<file path="src/rtl/johnson_phase_arbiter_pkg.sv">
// Shared types and helpers for the Johnson phase arbiter.
//   arb_state_t    : arbiter FSM states
//   rr_sel_t       : result of the round-robin search (found flag + index)
//   johnson_period : number of states in one Johnson period for a width
//   johnson_last   : terminal Johnson state (MSB set, all other bits clear)
//   rr_select      : first set request at or above ptr, wrapping at n
package johnson_arb_pkg;

  typedef enum logic [1:0] {
    ST_IDLE,
    ST_RUN,
    ST_DONE
  } arb_state_t;

  localparam int unsigned MAX_REQ = 8;

  typedef struct packed {
    logic       found;
    logic [2:0] idx;
  } rr_sel_t;

  function automatic int unsigned johnson_period(int unsigned w);
    return 2 * w;
  endfunction

  // Returned wide; callers truncate to their counter width.
  function automatic logic [63:0] johnson_last(int unsigned w);
    return 64'(1) << (w - 1);
  endfunction

  function automatic rr_sel_t rr_select(logic [MAX_REQ-1:0] req,
                                        logic [2:0]         ptr,
                                        int unsigned        n);
    rr_sel_t    s;
    logic [2:0] k;
    s = '0;
    for (int unsigned i = 0; i < MAX_REQ; i++) begin
      k = 3'((32'(ptr) + i) % n);
      if (i < n && !s.found && req[k]) begin
        s.found = 1'b1;
        s.idx   = k;
      end
    end
    return s;
  endfunction

endpackage

</file>
<file path="src/rtl/johnson_phase_arbiter_if.sv">
// Request/grant/phase bundle between client blocks and the arbiter.
//   master : client side (drives Enable_In, Req_In, Burst_Len_In)
//   slave  : arbiter side (drives Grant_Out, Busy_Out, Phase_Valid_Out,
//            Phase_Out, Done_Out, Abort_Out, Done_Id_Out)
interface johnson_phase_arbiter_if #(
  parameter int unsigned NUM_REQ     = 4,
  parameter int unsigned COUNT_WIDTH = 8,
  parameter int unsigned LEN_W       = 4
);
  localparam int unsigned ID_W = $clog2(NUM_REQ);

  logic                     Enable_In;
  logic [NUM_REQ-1:0]       Req_In;
  logic [NUM_REQ*LEN_W-1:0] Burst_Len_In;
  logic [NUM_REQ-1:0]       Grant_Out;
  logic                     Busy_Out;
  logic                     Phase_Valid_Out;
  logic [COUNT_WIDTH-1:0]   Phase_Out;
  logic                     Done_Out;
  logic                     Abort_Out;
  logic [ID_W-1:0]          Done_Id_Out;

  modport master (
    output Enable_In, Req_In, Burst_Len_In,
    input  Grant_Out, Busy_Out, Phase_Valid_Out, Phase_Out,
           Done_Out, Abort_Out, Done_Id_Out
  );

  modport slave (
    input  Enable_In, Req_In, Burst_Len_In,
    output Grant_Out, Busy_Out, Phase_Valid_Out, Phase_Out,
           Done_Out, Abort_Out, Done_Id_Out
  );
endinterface

</file>
<file path="src/rtl/johnson_phase_gen.sv">
// W-bit Johnson counter shared by all requesters.
//   Clk_In, Reset_In : clock, synchronous active-high reset (count -> 0)
//   load_zero        : clear count (priority over advance)
//   advance          : step to {c[W-2:0], ~c[W-1]}
//   count            : current Johnson state
//   wrap             : count is the terminal state of the period
module johnson_phase_gen import johnson_arb_pkg::*; #(
  parameter int unsigned W = 8
) (
  input  logic         Clk_In,
  input  logic         Reset_In,
  input  logic         load_zero,
  input  logic         advance,
  output logic [W-1:0] count,
  output logic         wrap
);
  localparam logic [W-1:0] LAST = W'(johnson_last(W));

  always_ff @(posedge Clk_In) begin
    if (Reset_In) begin
      count <= '0;
    end else if (load_zero) begin
      count <= '0;
    end else if (advance) begin
      count <= {count[W-2:0], ~count[W-1]};
    end
  end

  assign wrap = (count == LAST);
endmodule

</file>
<file path="src/rtl/johnson_phase_arbiter.sv">
// Round-robin arbiter sharing one Johnson phase generator between NUM_REQ
// requesters. A granted requester gets max(len,1) full Johnson periods,
// then a one-cycle Done pulse (Abort set if its request dropped early).
//   Clk_In   : clock, rising edge
//   Reset_In : synchronous active-high reset
//   bus      : slave side of johnson_phase_arbiter_if (enable, requests,
//              burst lengths in; grant, busy, phase, done/abort/id out)
module johnson_phase_arbiter import johnson_arb_pkg::*; #(
  parameter int unsigned NUM_REQ     = 4,
  parameter int unsigned COUNT_WIDTH = 8,
  parameter int unsigned LEN_W       = 4
) (
  input logic                   Clk_In,
  input logic                   Reset_In,
  johnson_phase_arbiter_if.slave bus
);
  localparam int unsigned ID_W = $clog2(NUM_REQ);

  arb_state_t         state;
  logic [NUM_REQ-1:0] grant_q;
  logic [ID_W-1:0]    grant_id;
  logic [ID_W-1:0]    rr_ptr;
  logic [ID_W-1:0]    done_id_q;
  logic [LEN_W-1:0]   remaining;
  logic [LEN_W-1:0]   sel_len;
  logic               busy_q;
  logic               done_q;
  logic               abort_q;
  logic               load_zero;
  logic               advance;
  logic               wrap;
  logic               granted_req;
  logic               last_period;
  logic               finish;
  rr_sel_t            sel;
  logic [COUNT_WIDTH-1:0] phase;

  assign sel         = rr_select(MAX_REQ'(bus.Req_In), 3'(rr_ptr), NUM_REQ);
  assign granted_req = |(bus.Req_In & grant_q);
  assign last_period = (remaining == LEN_W'(1));
  assign finish      = !granted_req || (wrap && last_period);

  always_comb begin
    sel_len = '0;
    for (int unsigned i = 0; i < NUM_REQ; i++) begin
      if (3'(i) == sel.idx) sel_len = bus.Burst_Len_In[i*LEN_W +: LEN_W];
    end
  end

  // Counter control is gated by the same conditions as the FSM so the
  // counter freezes on abort, on the final state, and while disabled.
  assign load_zero = bus.Enable_In && (state == ST_IDLE) && sel.found;
  assign advance   = bus.Enable_In && (state == ST_RUN) && !finish;

  johnson_phase_gen #(.W(COUNT_WIDTH)) u_gen (
    .Clk_In    (Clk_In),
    .Reset_In  (Reset_In),
    .load_zero (load_zero),
    .advance   (advance),
    .count     (phase),
    .wrap      (wrap)
  );

  always_ff @(posedge Clk_In) begin
    if (Reset_In) begin
      state     <= ST_IDLE;
      grant_q   <= '0;
      grant_id  <= '0;
      rr_ptr    <= '0;
      done_id_q <= '0;
      remaining <= '0;
      busy_q    <= 1'b0;
      done_q    <= 1'b0;
      abort_q   <= 1'b0;
    end else if (bus.Enable_In) begin
      unique case (state)
        ST_IDLE: begin
          if (sel.found) begin
            grant_q   <= NUM_REQ'(1) << sel.idx;
            grant_id  <= ID_W'(sel.idx);
            remaining <= (sel_len == '0) ? LEN_W'(1) : sel_len;
            busy_q    <= 1'b1;
            state     <= ST_RUN;
          end
        end
        ST_RUN: begin
          if (finish) begin
            grant_q   <= '0;
            busy_q    <= 1'b0;
            done_q    <= 1'b1;
            abort_q   <= !granted_req;
            done_id_q <= grant_id;
            state     <= ST_DONE;
          end else if (wrap) begin
            remaining <= remaining - 1'b1;
          end
        end
        ST_DONE: begin
          done_q  <= 1'b0;
          abort_q <= 1'b0;
          rr_ptr  <= (grant_id == ID_W'(NUM_REQ - 1)) ? '0 : grant_id + 1'b1;
          state   <= ST_IDLE;
        end
        default: state <= ST_IDLE;
      endcase
    end
  end

  assign bus.Grant_Out       = grant_q;
  assign bus.Busy_Out        = busy_q;
  assign bus.Phase_Valid_Out = busy_q;
  assign bus.Phase_Out       = phase;
  assign bus.Done_Out        = done_q;
  assign bus.Abort_Out       = abort_q;
  assign bus.Done_Id_Out     = done_id_q;
endmodule
</file>
<file path="src/flat_wrapper.sv">
// flat-port wrapper written by rule: the top's interface ports become plain ports
module johnson_phase_arbiter_flat import johnson_arb_pkg::*;
#(
  parameter int unsigned NUM_REQ     = 4,
  parameter int unsigned COUNT_WIDTH = 8,
  parameter int unsigned LEN_W       = 4
)
  (Clk_In, Reset_In, bus_Enable_In, bus_Req_In, bus_Burst_Len_In, bus_Grant_Out, bus_Busy_Out, bus_Phase_Valid_Out, bus_Phase_Out, bus_Done_Out, bus_Abort_Out, bus_Done_Id_Out);
  johnson_phase_arbiter_if #(.NUM_REQ(NUM_REQ), .COUNT_WIDTH(COUNT_WIDTH), .LEN_W(LEN_W)) bus_i ();
  input logic Clk_In;
  input logic Reset_In;
  input wire logic [$bits(bus_i.Enable_In)-1:0] bus_Enable_In;
  input wire logic [$bits(bus_i.Req_In)-1:0] bus_Req_In;
  input wire logic [$bits(bus_i.Burst_Len_In)-1:0] bus_Burst_Len_In;
  output wire logic [$bits(bus_i.Grant_Out)-1:0] bus_Grant_Out;
  output wire logic [$bits(bus_i.Busy_Out)-1:0] bus_Busy_Out;
  output wire logic [$bits(bus_i.Phase_Valid_Out)-1:0] bus_Phase_Valid_Out;
  output wire logic [$bits(bus_i.Phase_Out)-1:0] bus_Phase_Out;
  output wire logic [$bits(bus_i.Done_Out)-1:0] bus_Done_Out;
  output wire logic [$bits(bus_i.Abort_Out)-1:0] bus_Abort_Out;
  output wire logic [$bits(bus_i.Done_Id_Out)-1:0] bus_Done_Id_Out;
  assign bus_i.Enable_In = bus_Enable_In;
  assign bus_i.Req_In = bus_Req_In;
  assign bus_i.Burst_Len_In = bus_Burst_Len_In;
  assign bus_Grant_Out = bus_i.Grant_Out;
  assign bus_Busy_Out = bus_i.Busy_Out;
  assign bus_Phase_Valid_Out = bus_i.Phase_Valid_Out;
  assign bus_Phase_Out = bus_i.Phase_Out;
  assign bus_Done_Out = bus_i.Done_Out;
  assign bus_Abort_Out = bus_i.Abort_Out;
  assign bus_Done_Id_Out = bus_i.Done_Id_Out;
  johnson_phase_arbiter #(.NUM_REQ(NUM_REQ), .COUNT_WIDTH(COUNT_WIDTH), .LEN_W(LEN_W)) u_core (.Clk_In(Clk_In), .Reset_In(Reset_In), .bus(bus_i));
endmodule
</file>
<file path="config.mk">
export PLATFORM = sky130hd
export DESIGN_NAME = johnson_phase_arbiter_flat
export DESIGN_NICKNAME = d
export VERILOG_FILES = /design/src/rtl/johnson_phase_arbiter_pkg.sv /design/src/rtl/johnson_phase_arbiter_if.sv /design/src/rtl/johnson_phase_gen.sv /design/src/rtl/johnson_phase_arbiter.sv /design/src/flat_wrapper.sv
export SDC_FILE = /design/constraint.sdc
export NUM_CORES = 1
export LEC_CHECK = 0
export CAP_MARGIN = 20
export CORE_AREA = 2 2 51 72
export CTS_CLUSTER_DIAMETER = 40
export DETAILED_ROUTE_END_ITERATION = 16
export DIE_AREA = 0 0 53 74
export HOLD_SLACK_MARGIN = 0.1
export PLACE_DENSITY = 0.79
export SLEW_MARGIN = 20
export SYNTH_ARGS = -nofsm -noshare
export SYNTH_HDL_FRONTEND = slang
export SYNTH_SLANG_ARGS = --single-unit
</file>
<file path="constraint.sdc">
create_clock -name Clk_In -period 2.65 [get_ports Clk_In]
set_clock_uncertainty 0.05 [all_clocks]
set_input_delay 0.3975 -clock Clk_In [delete_from_list [all_inputs] [get_ports Clk_In]]
set_output_delay 0.3975 -clock Clk_In [all_outputs]
set_load 0.05 [all_outputs]
</file>
==> report_table.html <==
<table>
<tr><th>Metric</th><th>Value</th></tr>
<tr><th colspan="2">STA</th></tr>
<tr><td>Fin. max-slew vios</td><td>0</td></tr>
<tr><td>Aggregate negative setup slack</td><td>0 ns</td></tr>
<tr><td>Minimum clock period</td><td>around 2.3 ns</td></tr>
<tr><td>Final critical-path setup slack</td><td>just under 0.4 ns</td></tr>
<tr><td>Portion of the clock cycle consumed by the worst path in the final layout</td><td>a little under nine tenths</td></tr>
<tr><td>Total count of hold-check failures in the final report</td><td>0</td></tr>
<tr><td>Fmax</td><td>around 440 MHz</td></tr>
<tr><td>Worst slew slack as a fraction of its limit</td><td>~66%</td></tr>
<tr><td>RSZ-0062 raised after global routing</td><td>no</td></tr>
<tr><td>Final-report setup violation count</td><td>0</td></tr>
<tr><td>Transition at the pin with the smallest max-transition slack</td><td>0.5101 ns</td></tr>
<tr><th colspan="2">Placed design</th></tr>
<tr><td>Final weighted congestion in routability-driven placement</td><td>just under 0.8</td></tr>
<tr><td>Detailed-placement wirelength estimate</td><td>roughly 2.5 mm</td></tr>
<tr><td>Post-place setup slack</td><td>about 0.078 ns</td></tr>
<tr><td>I/O Buffers</td><td>40</td></tr>
<tr><th colspan="2">Routing</th></tr>
<tr><td>Vias per cell</td><td>around 5.5</td></tr>
<tr><td>Post-detailed-route wirelength per cell</td><td>13.13 um</td></tr>
<tr><td>Routed WL</td><td>3.257 mm</td></tr>
<tr><td>Antenna viol nets, final</td><td>0</td></tr>
<tr><td>DRC violation count after routing</td><td>0</td></tr>
<tr><td>Initial DRC count</td><td>34</td></tr>
<tr><td>Number of iterations in the first detailed-routing pass</td><td>6</td></tr>
<tr><td>Via Count</td><td>1,367</td></tr>
<tr><th colspan="2">Clock tree</th></tr>
<tr><td>Number of buffers inserted during clock tree synthesis</td><td>3</td></tr>
<tr><td>Clock insertion delay at the later pin of the skew report</td><td>0.28 ns</td></tr>
<tr><td>Clock tree from TritonCTS</td><td>done</td></tr>
<tr><td>Maximum number of buffers from clock root to sink</td><td>2</td></tr>
<tr><td>TritonCTS Sinks</td><td>27</td></tr>
<tr><td>Number of instances resized during post-cts repair</td><td>0</td></tr>
<tr><td>Setup fix buffers added after clock tree synthesis</td><td>0</td></tr>
<tr><td>H-tree depth reported by CTS</td><td>1</td></tr>
<tr><td>Clock-pin transition on the worst setup and hold timing paths</td><td>~0.09 ns</td></tr>
<tr><td>Post-cts hold buffer count</td><td>0</td></tr>
<tr><td>Clock root cell</td><td>sky130_fd_sc_hd__clkbuf_8</td></tr>
<tr><th colspan="2">Logic synthesis</th></tr>
<tr><td>Most frequently used flop master after synthesis</td><td>sky130_fd_sc_hd__dfxtp_1</td></tr>
<tr><td>Cell count after synthesis</td><td>166</td></tr>
<tr><td>Post-synth design cell area</td><td>1464 um^2</td></tr>
<tr><td>Number of synthesized flops with an enable pin</td><td>0</td></tr>
<tr><td>Largest cells by area after synthesis</td><td>sky130_fd_sc_hd__dfxtp_1 37%, sky130_fd_sc_hd__mux2i_1 14%, sky130_fd_sc_hd__nor2_1 6.9%</td></tr>
<tr><td>Share of synthesized registers carrying an async set or reset</td><td>0%</td></tr>
<tr><td>Cell type contributing the most total cell area after synthesis</td><td>sky130_fd_sc_hd__dfxtp_1</td></tr>
<tr><td>Syn. warnings</td><td>0</td></tr>
<tr><td>Net count after synthesis</td><td>192</td></tr>
<tr><td>Post-synthesis sequential area ratio</td><td>36.92%</td></tr>
<tr><td>Post-synth cell types</td><td>42</td></tr>
<tr><td>Most common library cells after synthesis</td><td>27 x sky130_fd_sc_hd__dfxtp_1, 27 x sky130_fd_sc_hd__nor2_1, 20 x sky130_fd_sc_hd__mux2i_1</td></tr>
<tr><td>Seq cells post-synth</td><td>27</td></tr>
<tr><td>Syn Area/Cell</td><td>8.819 um^2</td></tr>
<tr><td>Area share of the largest cell type after synthesis</td><td>between 30% and 40%</td></tr>
<tr><th colspan="2">Die</th></tr>
<tr><td>Die X</td><td>around 53 um</td></tr>
<tr><td>Die height</td><td>around 74 um</td></tr>
<tr><td>Overall die area</td><td>~3900 um^2</td></tr>
<tr><td>CORE AREA</td><td>between 3000 and 4000 um^2</td></tr>
<tr><td>Initial standard-cell utilization of the core</td><td>between 40% and 50%</td></tr>
<tr><td>I/O pin cnt</td><td>41</td></tr>
<tr><td>Standard-cell row count</td><td>25</td></tr>
<tr><th colspan="2">Worst setup path</th></tr>
<tr><td>Data arrival, critical path</td><td>approximately 2.4 ns</td></tr>
<tr><td>Required time at the endpoint of the critical path</td><td>2.78 ns</td></tr>
<tr><td>Critical path's largest stage delay</td><td>between 0.4 and 0.5 ns</td></tr>
<tr><td>Cell repeated most along the worst path</td><td>sky130_fd_sc_hd__a22o_1</td></tr>
<tr><td>Critical Path End Type</td><td>flop</td></tr>
<tr><td>R2R setup slack</td><td>between 0.6 and 0.7 ns</td></tr>
<tr><td>Cell Chain, Critical Path</td><td>clkdlybuf4s50_1 -&gt; a22o_1 -&gt; a221oi_1 -&gt; o21ba_2 -&gt; o21bai_1 -&gt; a21oi_1 -&gt; a22o_1</td></tr>
<tr><td>Cell count of the worst reg-to-reg path</td><td>6</td></tr>
<tr><td>Library cell contributing the largest single delay on the critical path</td><td>sky130_fd_sc_hd__clkdlybuf4s50_1</td></tr>
<tr><td>Nature of the critical path startpoint</td><td>input pin</td></tr>
<tr><td>Setup CP Type</td><td>in -&gt; reg</td></tr>
<tr><td>Largest fanout of any net on the critical path</td><td>6</td></tr>
<tr><td>Worst reg2reg path endpoint</td><td>u_core.bus.Grant_Out[0]$_SDFFE_PP0P_</td></tr>
<tr><td>Reg2Reg Launch Point</td><td>u_core.remaining[0]$_SDFFE_PP0P_</td></tr>
<tr><th colspan="2">Worst hold path</th></tr>
<tr><td>Hold Path Sink</td><td>u_core.bus.Done_Out$_SDFFE_PP0P_</td></tr>
<tr><td>Min-Delay Path Depth</td><td>2</td></tr>
<tr><td>Worst min-delay path startpoint</td><td>u_core.bus.Done_Out$_SDFFE_PP0P_</td></tr>
<tr><td>Type of the most critical hold path</td><td>reg -&gt; reg</td></tr>
<tr><th colspan="2">Status</th></tr>
<tr><td>Result of the run</td><td>finished clean</td></tr>
<tr><th colspan="2">Pwr</th></tr>
<tr><td>Worst vdd rail ir drop</td><td>0.2572 mV</td></tr>
<tr><td>Standby leakage power</td><td>0.7943 nW</td></tr>
<tr><td>Pwr Density</td><td>464.4 nW/um^2</td></tr>
<tr><td>Post-layout total power</td><td>about 0.0009 W</td></tr>
<tr><th colspan="2">Finish</th></tr>
<tr><td>Area Overhead vs Synth</td><td>34.10%</td></tr>
<tr><td>Net count reported at finish</td><td>roughly 240</td></tr>
<tr><td>Final cell utilization of the core</td><td>about three fifths</td></tr>
<tr><td>Number of inserted diodes</td><td>0</td></tr>
<tr><td>Layout cell share with drive strength beyond 1</td><td>11.54%</td></tr>
<tr><th colspan="2">Global routing</th></tr>
<tr><td>Global route overflow</td><td>0</td></tr>
<tr><td>First-pass GRT wire length</td><td>between 5 and 6 mm</td></tr>
<tr><td>Number of global-route vias before repair</td><td>around 1,300</td></tr>
<tr><td>Antenna violations before repair</td><td>0</td></tr>
<tr><td>All-layer global routing usage</td><td>between 10% and 20%</td></tr>
<tr><td>Maximum number of pins on one net before global-route repair</td><td>16</td></tr>
<tr><th colspan="2">Run</th></tr>
<tr><td>Max-cap violations</td><td>0</td></tr>
</table>
layer usage:
metal / wire (um) / vias up / track usage (%)
li1: - / 672 / -
met1: 1367 / 648 / 20.30
met2: 1653 / 38 / 33.19
met3: 135 / 9 / 3.614
met4: 102 / 0 / 10.54
met5: 0 / - / 0
how the worst max path moves through the flow:
stage / start / to / slack [ns] / cells after the start
3_5_place_dp: bus_Req_In[2] / u_core.bus.Grant_Out[0]$_SDFFE_PP0P_ / 0.08 / 7
2_1_floorplan: u_core.u_gen.count[7]$_SDFFE_PP0P_ / u_core.remaining[0]$_SDFFE_PP0P_ / 0.75 / 7
6_report: bus_Req_In[2] / u_core.bus.Grant_Out[0]$_SDFFE_PP0P_ / 0.39 / 7
5_1_grt: bus_Req_In[2] / u_core.remaining[2]$_SDFFE_PP0P_ / 0.20 / 7
4_1_cts: bus_Req_In[2] / u_core.bus.Grant_Out[0]$_SDFFE_PP0P_ / 0.38 / 7
3_3_place_gp: bus_Req_In[2] / u_core.bus.Grant_Out[0]$_SDFFE_PP0P_ / 0.09 / 7
final cells by class:
type	instances	area, um^2
multi-input cells	126	862.1
clock inverters	1	5.005
inverters	5	18.77
clock buffers	3	41.29
repair buffers	46	445.4
fillers	317	1321
well taps	40	50.05
flip-flops and latches	27	540.5
state kept, by name (all words and copies together) (netlist names), 2 cells and up:
register                cells
u_core.bus.Done_Id_Out      2
u_core.bus.Grant_Out        4
u_core.grant_id             2
u_core.remaining            4
u_core.rr_ptr               2
u_core.state                2
u_core.u_gen.count          8
cell families (layout without fill, tap and decap cells):
| group | after synthesis | in the layout | synth area share (%) |
|---|---|---|---|
| adders and majority gates | 3 | 3 | 2.564 |
| AOI/OAI and AO/OA | 35 | 35 | 16.41 |
| and+or+nand+nor | 65 | 65 | 23.93 |
| DFF | 27 | 27 | 36.92 |
| buffers and inverters | 13 | 55 | 4.188 |
| muxes | 23 | 23 | 15.98 |
worst max-delay path: cells and delay by family:
kind	cells	cell delay [ns]
AOI/OAI and AO/OA	6	1.50
buffers and inverters	1	0.48
report_power, final:
group	internal (W)	total, W	switching (W)
registers	0.000423	0.000442	0.0000189
logic	0.000107	0.000231	0.000124
clock network	0.000106	0.000239	0.000133
placed cells by master, fill, tap and decap left out, types with 4 or more instances in the layout:
| cell | synthesis | layout |
|---|---|---|
| sky130_fd_sc_hd__inv_1 | 5 | 5 |
| sky130_fd_sc_hd__nor3_1 | 6 | 6 |
| sky130_fd_sc_hd__nand2b_1 | 4 | 4 |
| sky130_fd_sc_hd__dfxtp_1 | 27 | 27 |
| sky130_fd_sc_hd__o21ai_0 | 6 | 6 |
| sky130_fd_sc_hd__clkdlybuf4s50_1 | 0 | 40 |
| sky130_fd_sc_hd__mux2i_1 | 20 | 20 |
| sky130_fd_sc_hd__nand2_1 | 11 | 11 |
| sky130_fd_sc_hd__nor2_1 | 27 | 27 |
| sky130_fd_sc_hd__a21oi_1 | 12 | 12 |
| sky130_fd_sc_hd__buf_4 | 1 | 6 |
stage by stage:
step	cell area [um^2]	cells	hold WS, ns
detailed placement	1917	244	0.4146
finish	1963	248	0.4220
global placement	1917	244	0.4091
floorplan	1464	166	0.4263
global route	1963	248	0.4424
CTS	1963	248	0.4285
Note: power is estimated with default switching activity, not from simulation.
